[config.mk]
export PLATFORM = sky130hd
export DESIGN_NAME = qam_slicer
export DESIGN_NICKNAME = d
export VERILOG_FILES = /design/src/rtl/qam_slicer.sv
export SDC_FILE = /design/constraint.sdc
export NUM_CORES = 1
export LEC_CHECK = 0
export BUFFER_PORTS_ARGS = -buffer_cell sky130_fd_sc_hd__clkbuf_2
export CELL_PAD_IN_SITES_DETAIL_PLACEMENT = 0
export CELL_PAD_IN_SITES_GLOBAL_PLACEMENT = 2
export CORE_MARGIN = 5
export CORE_UTILIZATION = 28
export CTS_CLUSTER_DIAMETER = 50
export CTS_CLUSTER_SIZE = 10
export DETAILED_ROUTE_END_ITERATION = 10
export GPL_TIMING_DRIVEN = 0
export PLACE_DENSITY = 0.75
export SLEW_MARGIN = 20
export SYNTH_ARGS = -nofsm -noshare
export SYNTH_HDL_FRONTEND = slang
export SYNTH_SLANG_ARGS = --single-unit
[constraint.sdc]
create_clock -name clk -period 1.8 [get_ports clk]
set_input_delay 0.36 -clock clk [delete_from_list [all_inputs] [get_ports clk]]
set_output_delay 0.36 -clock clk [all_outputs]
set_load 0.005 [all_outputs]
[src/rtl/qam_slicer.sv]
// -----------------------------------------------------------------------------
// qam_slicer
//   Hard-decision slicer for square M-QAM. Each accepted I/Q soft-sample pair
//   is sliced per axis to the nearest constellation level, Gray-mapped, packed
//   into a log2(M)-bit symbol word {g_i, g_q} and shifted out MSB first, one
//   bit per clock. A new pair can be accepted on the last-bit cycle, so
//   symbols stream with no gap in o_dv.
//
// Ports
//   clk          clock, rising edge
//   rst          asynchronous active-high reset
//   i_dv         input sample valid
//   i_sample_i   in-phase soft sample, two's complement
//   i_sample_q   quadrature soft sample, two's complement
//   o_ready      block accepts a sample this cycle
//   o_bit        serial hard-decision bit (0 when o_dv is low)
//   o_dv         o_bit is valid
//   o_sos        start of symbol, high with the first bit of each symbol
//   o_overflow   sticky: a sample arrived while o_ready was low and was lost
// -----------------------------------------------------------------------------
module qam_slicer #(
  parameter int MODULATION_ORDER = 16,
  parameter int SAMPLE_WIDTH     = 8
) (
  input  logic                    clk,
  input  logic                    rst,
  input  logic                    i_dv,
  input  logic [SAMPLE_WIDTH-1:0] i_sample_i,
  input  logic [SAMPLE_WIDTH-1:0] i_sample_q,
  output logic                    o_ready,
  output logic                    o_bit,
  output logic                    o_dv,
  output logic                    o_sos,
  output logic                    o_overflow
);

  localparam int SYM_BITS  = $clog2(MODULATION_ORDER);
  localparam int AXIS_BITS = SYM_BITS / 2;
  localparam int L         = 1 << AXIS_BITS;
  localparam int CNT_W     = (SYM_BITS > 2) ? $clog2(SYM_BITS) : 1;
  localparam int SUM_W     = SAMPLE_WIDTH + 2;

  localparam logic [CNT_W-1:0]        CNT_LAST = CNT_W'(SYM_BITS - 1);
  localparam logic signed [SUM_W-1:0] SUM_L    = SUM_W'(L);
  localparam logic signed [SUM_W-1:0] K_MAX    = SUM_W'(L - 1);

  // Slice one axis: k = clamp(floor((x + L) / 2), 0, L-1). The sum is taken
  // two bits wider than the sample so the sample extremes cannot wrap, and
  // the arithmetic shift gives floor division for negative sums.
  function automatic logic [AXIS_BITS-1:0] slice_axis(
    input logic signed [SAMPLE_WIDTH-1:0] x
  );
    logic signed [SUM_W-1:0] sum;
    logic signed [SUM_W-1:0] k;
    sum = {{2{x[SAMPLE_WIDTH-1]}}, x} + SUM_L;
    k   = sum >>> 1;
    if (k[SUM_W-1])
      slice_axis = '0;
    else if (k > K_MAX)
      slice_axis = '1;
    else
      slice_axis = k[AXIS_BITS-1:0];
  endfunction

  function automatic logic [AXIS_BITS-1:0] gray_map(
    input logic [AXIS_BITS-1:0] k
  );
    gray_map = k ^ (k >> 1);
  endfunction

  typedef enum logic {IDLE, SHIFT} state_t;

  state_t                     r_state;
  logic [CNT_W-1:0]           r_cnt;
  logic [SYM_BITS-1:0]        r_sym;
  logic                       r_bit;
  logic                       r_dv;
  logic                       r_sos;
  logic                       r_overflow;

  logic signed [SAMPLE_WIDTH-1:0] w_si;
  logic signed [SAMPLE_WIDTH-1:0] w_sq;
  logic [SYM_BITS-1:0]            w_word;
  logic                           w_last;
  logic                           w_accept;

  assign w_si     = i_sample_i;
  assign w_sq     = i_sample_q;
  assign w_word   = {gray_map(slice_axis(w_si)), gray_map(slice_axis(w_sq))};
  assign w_last   = (r_state == SHIFT) && (r_cnt == CNT_LAST);
  assign o_ready  = (r_state == IDLE) || w_last;
  assign w_accept = i_dv && o_ready;

  // r_sym holds the bits still to be sent, left-aligned; r_bit is the bit on
  // the wire this cycle, so the MSB goes straight to r_bit at acceptance.
  always_ff @(posedge clk or posedge rst) begin
    if (rst) begin
      r_state    <= IDLE;
      r_cnt      <= '0;
      r_sym      <= '0;
      r_bit      <= 1'b0;
      r_dv       <= 1'b0;
      r_sos      <= 1'b0;
      r_overflow <= 1'b0;
    end else begin
      if (i_dv && !o_ready)
        r_overflow <= 1'b1;

      if (w_accept) begin
        r_state <= SHIFT;
        r_cnt   <= '0;
        r_bit   <= w_word[SYM_BITS-1];
        r_sym   <= {w_word[SYM_BITS-2:0], 1'b0};
        r_dv    <= 1'b1;
        r_sos   <= 1'b1;
      end else if (r_state == SHIFT) begin
        r_sos <= 1'b0;
        if (w_last) begin
          r_state <= IDLE;
          r_dv    <= 1'b0;
          r_bit   <= 1'b0;
          r_sym   <= '0;
        end else begin
          r_cnt <= r_cnt + 1'b1;
          r_bit <= r_sym[SYM_BITS-1];
          r_sym <= {r_sym[SYM_BITS-2:0], 1'b0};
        end
      end
    end
  end

  assign o_bit      = r_bit;
  assign o_dv       = r_dv;
  assign o_sos      = r_sos;
  assign o_overflow = r_overflow;

endmodule

==> Word level (Yosys, flattened, before mapping) <==
Index checks and enable logic that the tools add are counted.
{ "op_classes": {"n_addsub": 3, "n_eq_ne": 2, "bitwise": 3, "n_lt_le_gt_ge": 2, "mux": 21, "n_reduce_logical": 9} }
{ "ops": {"columns": ["cell", "n"], "rows": [
  ["adder 8 x 4 -> 9 bit (second input constant)", 2],
  ["> comparator 8 x 3 -> 1 bit (second input constant)", 2],
  ["2-to-1 mux 2 bit", 7],
  ["2-to-1 mux 4 bit", 3],
  ["2-to-1 mux 1 bit", 11],
  ["AND reduction 2 bit", 2],
  ["nonzero test 2 bit", 2],
  ["XOR 2 x 1 -> 2 bit", 2],
  ["logical AND 1 bit", 3],
  ["adder 2 x 1 -> 2 bit (second input constant)", 1],
  ["== test 2 bit (second input constant)", 1],
  ["!= test 2 x 1 -> 1 bit (second input constant)", 1],
  ["logical NOT 1 bit", 1],
  ["logical OR 1 bit", 1],
  ["inverter 1 bit", 1]
]} }
{ "totals": {"elab_cells": 47, "ff_bits": 11} }

==> Longest topological paths before layout <==
Gate-level depths: netlist of the first run.
{ "depth": {"depth_word": 6, "mapped_depth": 7} }

==> Worst setup path before layout of the first run <==
Ideal clock, no wire load.
{ "synth_path": {"path_kind": "input to register", "start": "input port i_sample_i[2]", "end": "register r_sym[3]", "path_buffers": 0, "setup_slack_ns": 0.338, "stages": 5, "arrival_time_ns": 1.336, "path_cell_list": "ha_1 > and4_1 > a211oi_2 > nor4_2 > a221o_1"} }
{ "synth_via": {"elab_chain_len": 6} }
{ "synth_lines": {"columns": ["element", "line", "rtl"], "rows": [
  ["start, declared", "28", "input logic [SAMPLE_WIDTH-1:0] i_sample_i,"],
  ["adder 8 x 4 -> 9 bit *", "55", "sum = {{2{x[SAMPLE_WIDTH-1]}}, x} + SUM_L;"],
  ["> comparator 8 x 3 -> 1 bit", "59", "else if (k > K_MAX)"],
  ["2-to-1 mux 2 bit", "59", null],
  ["2-to-1 mux 2 bit *", "57", "if (k[SUM_W-1])"],
  ["XOR 2 x 1 -> 2 bit *", "68", "gray_map = k ^ (k >> 1);"],
  ["2-to-1 mux 4 bit *", "109", "if (w_accept) begin"],
  ["end signal, assigned", "113", "r_sym <= {w_word[SYM_BITS-2:0], 1'b0};"],
  ["end signal, assigned", "126", "r_sym <= {r_sym[SYM_BITS-2:0], 1'b0};"],
  ["end, declared", "75", "logic [SYM_BITS-1:0] r_sym;"]
]} }
Mark *: on every way between the ends. The rest lies on a longest branch, timed or not.
A chain may end at the register's enable or synchronous reset.

==> Final worst setup path of the first run <==
{ "layout_path": {"start": "register r_cnt[0]", "end": "output port o_ready"} }
{ "layout_via": {"elab_chain_len": 3} }
{ "layout_lines": {"columns": ["element", "line", "rtl"], "rows": [
  ["start, declared", "74", "logic [CNT_W-1:0] r_cnt;"],
  ["start signal, assigned", "124", "r_cnt <= r_cnt + 1'b1;"],
  ["== test 2 bit", "90", "assign w_last = (r_state == SHIFT) && (r_cnt == CNT_LAST);"],
  ["logical AND 1 bit", "90", null],
  ["logical OR 1 bit", "91", "assign o_ready = (r_state == IDLE) || w_last;"],
  ["end, declared", "30", "output logic o_ready,"]
]} }
Every way passes these cells.

==> run_results.csv, run 1 <==
group,metric,value,unit
run_status,run_status,"complete, no violations",
synthesis,synth-xor-area-share,0.0530,
synthesis,synth_area_leaders,"dfrtp_1 (38%), ha_1 (5.7%), xnor2_1 (4.0%), a211oi_2 (3.8%), o211ai_4 (3.2%)",
clock_tree,cts_tree,"built",
clock_tree,cts_buffers,3,
power,p_int,0.606,mW
worst_setup_path,crit_chain,"ha_1 -> nor2b_4 -> buf_6 -> inv_6 -> clkbuf_2",
sta,fin_crit_sh,0.936,
route,totalWireLength,1.42,mm
sta,period_minus_slack,1680,ps
grt,grt_pass1_vias,595,
synthesis,yosysTopAreaCell,"dfrtp_1",
sta,fmax,0.594,GHz
power,p_clk_frac,0.216,
clock_tree,cts_root_buf,"clkbuf_4",
grt,antenna_found_initial,0,
power,power.total,0.943,mW
clock_tree,cts_setup_buffers,0,
finish,fin_nets,111,
hold_path,hold_path.class,"primary input to asynchronous set/reset pin",
clock_tree,post_cts_resized,0,
floorplan,initial_utilization,0.296,
floorplan,die_w,58.6,um
route,ant_nets,0,
route,drt-vias-per-instance,5.03,
synthesis,synth_ff_type,"dfrtp_1",
synthesis,synth_top_family_by_area,"compound AO/OA/AOI/OAI gates",
synthesis,syn_avg_cell_area,10.5,sq um
worst_setup_path,start_kind,"register",
worst_setup_path,crit_fanout,9,
grt,grt-ovfl-total,0,
floorplan,num_rows,17,
sta,finalClockSkew,0.592,ps
power,power_switching,0.338,mW
sta,setup_viol,0,
place,place.gp.congestion,0.762,
synthesis,synth_edf_count,0,
power,swShare,0.358,
clock_tree,clkLatencyLatePin,260,ps
synthesis,synth-compound-area-share,0.231,
synthesis,synth_common_cells,"dfrtp_1 (10), inv_1 (4), o21ai_0 (4)",
route,first_iter_violations,11,
synthesis,synth_fp_nets,85,
grt,grt_max_degree,11,
synthesis,ys_seq_area_frac,0.379,
synthesis,muxShareOfSynthArea,0.0152,
place,dpl.hpwl,1.17,mm
route,first_pass_iters,4,
clock_tree,cts_buffer_depth,2,
power,seqPwrFrac,0.374,
sta,tightestPinTransition,400,ps
synthesis,yosys.area_share.simple,0.212,
route,drc,0,
worst_setup_path,slowest_stage,"dfrtp_1",
finish,diodes,0,
power,p_per_area,1130,mW/mm^2
synthesis,syn_inst,63,
worst_setup_path,cpPeakStageDelay,400,ps
clock_tree,path_clk_slew,70,ps
worst_setup_path,cp.required,1440,ps
grt,grt_first_pass_wirelength,2.48,mm
synthesis,synth-adder-area-share,0.0568,
clock_tree,hold_buffers,0,
power,ir_worst_vdd,0.000519,V
finish,drive_gt1_frac,0.364,
sta,drv_slew,0,
synthesis,yosys.area.top_type_share,0.379,
route,dr_total_vias,583,
floorplan,die_area,0.00343,sq mm
sta,rsz0062_at_grt,"false",
synthesis,yosysWarningCount,0,
floorplan,core-area,0.00223,sq mm
job,cap_violations,0,
power,p_comb_frac,0.409,
sta,slew_headroom,0.733,
synthesis,syn-cell-area,661,sq um
synthesis,yosys.cell_count.top_type,"dfrtp_1",
clock_tree,numClockSinks,10,
floorplan,die_h,58.6,um
route,wl_per_cell,12.3,um
sta,fin_setup_tns,0,ps
synthesis,synth-async-reset-ratio,1.00,
worst_setup_path,critical_path.endpoint_type,"output pin",
synthesis,synth_seq_cells,10,
synthesis,synth_cell_type_count,33,
finish,fillers,248,
power,leakagePower,0.388,nW
grt,grt_usage,0.0953,
worst_setup_path,arrival,1320,ps
place,port_buffers,21,
worst_setup_path,crit_type,"register to output pin",
sta,finalHoldViolCount,0,
clock_tree,cts_max_level,1,
floorplan,num_io_pins,24,
finish,area_delta_synth_final,26.7,%
## critical path, delay by kind of cell, from the launching register on
kind,cells,cell delay [ps]
flip-flops,1,400
buffers and inverters,3,300
adder cells (fa/ha/maj),1,240
AND/OR/NAND/NOR,1,110
## power by group through the flow
stage	logic [mW]	registers [mW]	clock network (mW)
3_5_place_dp	0.393	0.358	0
4_1_cts	0.396	0.355	0.211
6_report	0.386	0.353	0.204
5_1_grt	0.434	0.369	0.228
2_1_floorplan	0.270	0.349	0
3_3_place_gp	0.388	0.355	0
## cell usage in the layout, fill, tap and decap left out, types with 2 or more instances in the layout
| master | Yosys | routed |
|---|---|---|
| nand4_1 | 2 | 2 |
| a21o_1 | 2 | 2 |
| clkbuf_4 | 0 | 3 |
| nand2_1 | 3 | 3 |
| nand3_1 | 3 | 3 |
| dfrtp_1 | 10 | 10 |
| nor3_1 | 2 | 2 |
| nor4b_1 | 2 | 2 |
| xnor2_1 | 3 | 3 |
| nand3b_1 | 2 | 2 |
| a21oi_1 | 2 | 2 |
| o21ai_0 | 4 | 4 |
| a211oi_2 | 2 | 2 |
| ha_1 | 3 | 3 |
| clkbuf_2 | 0 | 21 |
| inv_1 | 4 | 4 |
## logic make-up after synthesis
family	count (synthesis)
fa+ha+maj	3
mux	1
buf+inv	6
simple gates	20
xor+xnor	4
compound gates	19
flops	10
## registers in the layout, indices dropped and copies added (netlist names)
register	count
r_sym	3
o_dv	1
r_cnt	2
o_overflow	1
o_bit	1
o_sos	1
r_state	1
## metal layers
metal,global-route usage,up-vias,share of wire
li1,-,297,-
met4,0.0680,0,0
met3,0.0197,0,0.036
met1,0.108,274,0.42
met2,0.158,12,0.55
met5,0,-,0
## area by class of cell
class	count	area [sq um]	share of cell area
plain buffers	1	11.3	0.0135
well taps	28	35.0	0.0419
multi-input cells	47	375	0.448
inverters	5	23.8	0.0284
clock buffers	4	36.3	0.0433
repair buffers	21	105	0.126
flip-flops and latches	10	250	0.299
## final timing paths
check / from / to / slack (ps) / cells past startpoint
setup / recovery: r_cnt[0]$_DFFE_PP0P_ / o_ready / 120 / 5
hold / removal: rst / o_dv$_DFFE_PP0P_ / 50 / 2
setup reg to reg: r_cnt[0]$_DFFE_PP0P_ / r_sym[3]$_DFFE_PP0P_ / 310 / 7
hold reg to reg: o_overflow$_DFFE_PP0P_ / o_overflow$_DFFE_PP0P_ / 460 / 1
max in group asynchronous: rst / o_sos$_DFFE_PP0P_ / 1470 / 2
min in group clk: i_dv / o_overflow$_DFFE_PP0P_ / 430 / 2
## metrics by stage
stage	utilization	setup WS, ps	std cells	area [sq um]	hold WS, ps
finish	0.375	116	116	837	48.6
global route	0.375	21.4	116	837	68.1
CTS	0.375	96.4	116	837	58.8
detailed placement	0.359	110	112	801	350
global placement	0.359	121	112	801	343
floorplan	-	338	63	661	200
Power figures use the tool's default switching activity.
==> run 2, diff against run 1 <==
CORE_ASPECT_RATIO = 1.1   (was not set)
SETUP_SLACK_MARGIN = 0.4   (was not set)
==> run 2 against run 1 <==
  * Highest routed layer is now met4
  * Die area is essentially flat
  * Sequential share of layout area shrank 1.2 points
  * Clock power shrank 26%
  * Cell count grew 3.4%
  * Combinational power grew 20%
  * Critical endpoint unchanged
  * Sequential cell count is the same
  * Clock skew grew 5.6 ps
  * First-iteration DRC count grew 64%
  * Utilization grew 1.3 points
  * Critical path depth is the same
  * Global-route usage shrank 0.14 points
==> run_results.csv, run 2 (synthesized netlist as in run 1, its figures left out) <==
group,metric,value,unit
grt,antenna_found_initial,0,
sta,setup_viol,0,
grt,grt_pass1_vias,538,
power,swShare,0.365,
sta,slew_headroom,0.739,
grt,grt_usage,0.0939,
finish,drive_gt1_frac,0.411,
sta,fin_crit_sh,0.871,
floorplan,num_io_pins,24,
floorplan,core-area,0.00225,sq mm
grt,grt-ovfl-total,0,
finish,fin_util,0.388,
power,p_clk_frac,0.154,
finish,regMostFlops,"r_sym",
route,ant_nets,0,
sta,period_minus_slack,1570,ps
clock_tree,cts_buffers,3,
worst_setup_path,crit_fanout,3,
sta,timing.final.ws_setup,232,ps
clock_tree,hold_buffers,0,
hold_path,hold_path.class,"primary input to asynchronous set/reset pin",
worst_setup_path,crit_type,"register to output pin",
route,drt-vias-per-instance,4.93,
worst_setup_path,arrival,1210,ps
worst_setup_path,cp.required,1440,ps
clock_tree,cts_max_level,1,
job,cap_violations,0,
power,power.total,0.977,mW
sta,finalClockSkew,6.23,ps
power,p_int,0.620,mW
sta,drv_slew,0,
floorplan,die_h,60.9,um
route,first_pass_iters,5,
clock_tree,cts_tree,"built",
place,place_inst,114,
power,power_switching,0.357,mW
finish,fin_nets,114,
worst_setup_path,critical_path.endpoint_type,"output pin",
power,p_per_area,1120,mW/mm^2
finish,diodes,0,
clock_tree,path_clk_slew,70,ps
place,port_buffers,21,
run_status,run_status,"complete, no violations",
route,top_layer_used,"met4",
clock_tree,clkLatencyLatePin,260,ps
grt,grt_max_degree,11,
route,first_iter_violations,18,
finish,largest_reg_flops,3,
finish,fin_area,873,sq um
floorplan,die_area,0.00343,sq mm
worst_setup_path,r2r-start,"r_cnt[0]$_DFFE_PP0P_",
place,dp_slack,181,ps
finish,layout_commonest_cell,"clkbuf_2",
route,wl_met2,725,um
finish,instances_no_fill,120,
worst_setup_path,start_kind,"register",
route,totalWireLength,1.53,mm
sta,finalHoldViolCount,0,
floorplan,die_w,56.3,um
route,wl_per_cell,12.8,um
place,place.gp.congestion,0.730,
clock_tree,cts_root_buf,"clkbuf_4",
worst_setup_path,cp-startpoint,"r_cnt[0]$_DFFE_PP0P_",
finish,area_delta_synth_final,32.2,%
sta,fmax,0.638,GHz
power,leakagePower,0.398,nW
route,dr_total_vias,591,
power,ir_worst_vdd,0.000453,V
power,p_comb_frac,0.473,
clock_tree,numClockSinks,10,
route,wirelength_met1,675,um
route,drc,0,
place,dpl.hpwl,1.16,mm
finish,reg_top3,"r_sym x3, r_cnt x2",
grt,grt_first_pass_wirelength,2.38,mm
sta,tightestPinTransition,391,ps
place,dpl-instance-area,806,sq um
clock_tree,cts_buffer_depth,2,
floorplan,num_rows,18,
sta,hold_slack,45.2,ps
finish,final_cell_mix,"clkbuf_2 (21), dfrtp_1 (10), o21ai_0 (4), inv_1 (4)",
floorplan,initial_utilization,0.293,
sta,fin_setup_tns,0,ps
sta,rsz0062_at_grt,"true",
route,dr_wl_met3,104,um
power,seqPwrFrac,0.373,
[run 2: changes by cell type in the layout (fill, tap and decap cells not counted)]
cell      change
and4_1        -1
ha_1          -1
buf_6         +1
ha_4          +1
buf_4         +2
clkbuf_8      -1
and4_4        +1
nor4bb_2      +1
nor4bb_1      -1
[run 2: final cells by class]
| cell class | instances | area [sq um] |
|---|---|---|
| fill | 237 | 1380 |
| multi-input combinational | 47 | 397 |
| sequential | 10 | 250 |
| timing repair buffer | 24 | 131 |
| tap | 30 | 37.5 |
| inverter | 5 | 23.8 |
| clock buffer | 3 | 22.5 |
| buffer | 1 | 11.3 |
[run 2: worst max-delay path, cell delays in order (launching register included)]
cell	delay, ps
dfrtp_1	420
ha_4	180
nor2b_4	100
buf_6	110
inv_6	30
clkbuf_2	100
[run 2: metal layers]
metal	track usage	vias up
met4	0.0814	0
met5	0	-
li1	-	295
met3	0.0277	2
met2	0.144	28
met1	0.109	266
[run 2: power by group through the flow]
stage,Sequential [mW],Combinational [mW],Clock (mW)
6_report,0.364,0.462,0.151
5_1_grt,0.374,0.508,0.176
4_1_cts,0.362,0.455,0.159
3_5_place_dp,0.354,0.391,0
3_3_place_gp,0.353,0.392,0
2_1_floorplan,0.349,0.270,0
[run 2: path summary, 6_finish.rpt]
check / endpoint / cells past startpoint / slack [ps]
hold / removal: o_sos$_DFFE_PP0P_ / 2 / 50
hold reg to reg: o_overflow$_DFFE_PP0P_ / 1 / 470
setup reg to reg: r_sym[2]$_DFFE_PP0P_ / 7 / 240
min in group clk: o_overflow$_DFFE_PP0P_ / 2 / 430
setup / recovery: o_ready / 5 / 230
max in group asynchronous: r_sym[1]$_DFFE_PP0P_ / 2 / 1470
[run 2: repair_timing]
action                                  in CTS  in global routing
setup buffers                                3                  0
pin swaps                                    5                  1
resized for setup                            2                  2
endpoints found under the setup margin       4                  4
==> run 3, diff against run 2 <==
ABC_AREA = 1   (was not set)
CORE_UTILIZATION = 23   (was 28)
PLACE_DENSITY = 0.73   (was 0.75)
clock period = 1.4 ns   (was 1.8 ns; I/O delays follow)
==> run 3 against run 2 <==
  * Worst hold slack improved by 230 ps
  * Die area grew 28%
  * Cell count increased by 48%
  * Design area increased by 24%
  * Combinational power up 83%
  * Non-clock buffer count is 6 higher
  * Largest cell class unchanged
==> run_results.csv, run 3 <==
group,metric,value,unit
worst_setup_path,crit_type,"register to output pin",
finish,reg_top3,"r_sym x3, r_cnt x2",
synthesis,synth_ff_type,"dfrtp_1",
floorplan,die_h,69.1,um
synthesis,yosys.cell_count.top_type,"nand2_1",
finish,fin_util,0.357,
power,ir_worst_vdd,0.000595,V
clock_tree,cts_tree,"built",
synthesis,syn_avg_cell_area,6.70,sq um
grt,grt_pass1_vias,724,
hold_path,hold_path.class,"primary input to register",
synthesis,synth_common_cells,"nand2_1 (36), inv_1 (15), dfrtp_1 (10)",
worst_setup_path,cp.required,1120,ps
sta,finalClockSkew,6.72,ps
worst_setup_path,r2r-start,"r_cnt[0]$_DFFE_PP0P_",
floorplan,core-area,0.00305,sq mm
place,place.gp.congestion,0.729,
route,drc,0,
synthesis,syn-cell-area,731,sq um
finish,diodes,0,
worst_setup_path,start_kind,"register",
power,p_per_area,1440,mW/mm^2
finish,regMostFlops,"r_sym",
sta,setup_viol,0,
sta,drv_slew,0,
worst_setup_path,cpPeakStageDelay,410,ps
synthesis,synth_edf_count,0,
route,first_iter_violations,14,
sta,hold_slack,271,ps
place,port_buffers,21,
worst_setup_path,cp-startpoint,"r_cnt[1]$_DFFE_PP0P_",
worst_setup_path,crit_fanout,2,
power,leakagePower,0.586,nW
grt,antenna_found_initial,0,
clock_tree,cts_buffer_depth,2,
finish,final_cell_mix,"nand2_1 (34), clkbuf_2 (19), inv_1 (14)",
synthesis,synth_seq_cells,10,
sta,rsz0062_at_grt,"true",
worst_setup_path,critical_path.endpoint_type,"output pin",
finish,multi_input_area,489,sq um
worst_setup_path,critPathTopFamily,"flip-flops",
floorplan,initial_utilization,0.240,
hold_path,min_from,"i_dv",
finish,area_delta_synth_final,48.8,%
finish,layout_commonest_cell,"nand2_1",
place,dpl.hpwl,1.34,mm
synthesis,yosysWarningCount,0,
route,totalWireLength,1.74,mm
sta,fin_crit_sh,0.989,
finish,seq_area,250,sq um
finish,largest_reg_flops,3,
floorplan,num_rows,21,
sta,finalHoldViolCount,0,
route,ant_nets,0,
route,dr_total_vias,756,
clock_tree,path_clk_slew,70,ps
finish,fillers,328,
synthesis,synth-async-reset-ratio,1.00,
clock_tree,clkLatencyLatePin,270,ps
synthesis,synth_area_leaders,"dfrtp_1 (34%), nand2_1 (18%), inv_1 (7.7%), nand3_1 (5.5%), ha_1 (5.1%)",
grt,grt_usage,0.0842,
route,first_pass_iters,4,
floorplan,num_io_pins,24,
synthesis,yosys.area.top_type_share,0.342,
synthesis,yosysTopAreaCell,"dfrtp_1",
grt,grt-ovfl-total,0,
clock_tree,cts_buffers,3,
synthesis,synth_fp_nets,131,
finish,fin_nets,167,
worst_setup_path,critical_path_buf_inv_count,2,
sta,fmax,0.722,GHz
worst_setup_path,crit_chain,"ha_4 -> nor2_4 -> inv_2 -> clkbuf_2",
run_status,run_status,"complete, no violations",
clock_tree,cts_max_level,1,
floorplan,die_area,0.00441,sq mm
grt,grt_max_degree,11,
grt,grt_first_pass_wirelength,2.97,mm
worst_setup_path,slowest_stage,"dfrtp_1",
finish,drive_gt1_frac,0.431,
clock_tree,numClockSinks,10,
route,drt-vias-per-instance,4.25,
clock_tree,cts_root_buf,"clkbuf_4",
worst_setup_path,arrival,1110,ps
synthesis,syn_inst,109,
sta,period_minus_slack,1390,ps
floorplan,die_w,63.7,um
sta,tightestPinTransition,386,ps
synthesis,ys_seq_area_frac,0.342,
route,wl_per_cell,9.80,um
sta,slew_headroom,0.742,
job,cap_violations,0,
power,power.total,1.57,mW
synthesis,synth_cell_type_count,18,
==> run 3: power by group <==
| group | switching (mW) | internal, mW |
|---|---|---|
| logic | 0.411 | 0.435 |
| registers | 0.0691 | 0.391 |
| clock network | 0.105 | 0.158 |
| total | 0.585 | 0.984 |
==> run 3: final timing paths <==
| path | slack (ps) | cells past startpoint | endpoint |
|---|---|---|---|
| max | 10 | 4 | o_ready |
| min | 270 | 3 | r_state$_DFF_PP0_ |
| max reg2reg | 90 | 8 | r_sym[3]$_DFFE_PP0P_ |
| min reg2reg | 480 | 1 | o_overflow$_DFFE_PP0P_ |
| max in group asynchronous | 610 | 3 | r_sym[1]$_DFFE_PP0P_ |
| min in group asynchronous | 510 | 3 | o_dv$_DFFE_PP0P_ |
==> run 3: worst min-delay path, stage by stage <==
cell and delay (ps):
clkbuf_2 80, inv_2 70, nand2_4 70
==> run 3: cell type report <==
type | count | area share
multi-input combinational | 78 | 0.450
sequential | 10 | 0.230
timing repair buffer | 31 | 0.175
inverter | 21 | 0.0725
tap | 34 | 0.0391
clock buffer | 4 | 0.0334
==> run 3: metal layers <==
layer | GRT usage | vias to the layer above | share of wire
met3 | 0.0325 | 4 | 0.052
met2 | 0.141 | 17 | 0.50
met4 | 0.0416 | 0 | 0.022
met5 | 0 | - | 0
met1 | 0.0907 | 329 | 0.42
li1 | - | 406 | -
==> run 3: what timing repair did <==
| item | in CTS | in global routing |
|---|---|---|
| endpoints found under the setup margin | 15 | 15 |
| hold buffers | 1 | 0 |
| gates resized for setup | 9 | 7 |
| pin swaps | 6 | 6 |
| endpoints found under the hold margin | 10 | 0 |
| cloned | 0 | 0 |
| buffers inserted | 7 | 2 |
==> run 3: logic make-up (layout without fill, tap and decap cells) <==
group / count (synthesis) / in the layout / synth area share
DFF: 10 / 10 / 0.342
xor gates and xnor gates: 2 / 2 / 0.0240
and+or+nand+nor: 62 / 62 / 0.373
buffers and inverters: 21 / 56 / 0.108
adders and majority gates: 3 / 3 / 0.0514
AOI/OAI and AO/OA: 11 / 11 / 0.101
==> run 3: stage by stage <==
step	area [sq um]	setup TNS, ps	worst slack [ps]	std cells
global placement	910	0	13.9	164
global route	1090	-55.9	-52.7	178
CTS	1050	-15.0	-15.0	176
detailed placement	910	0	15.9	164
floorplan	762	0	288	109
finish	1090	0	14.7	178
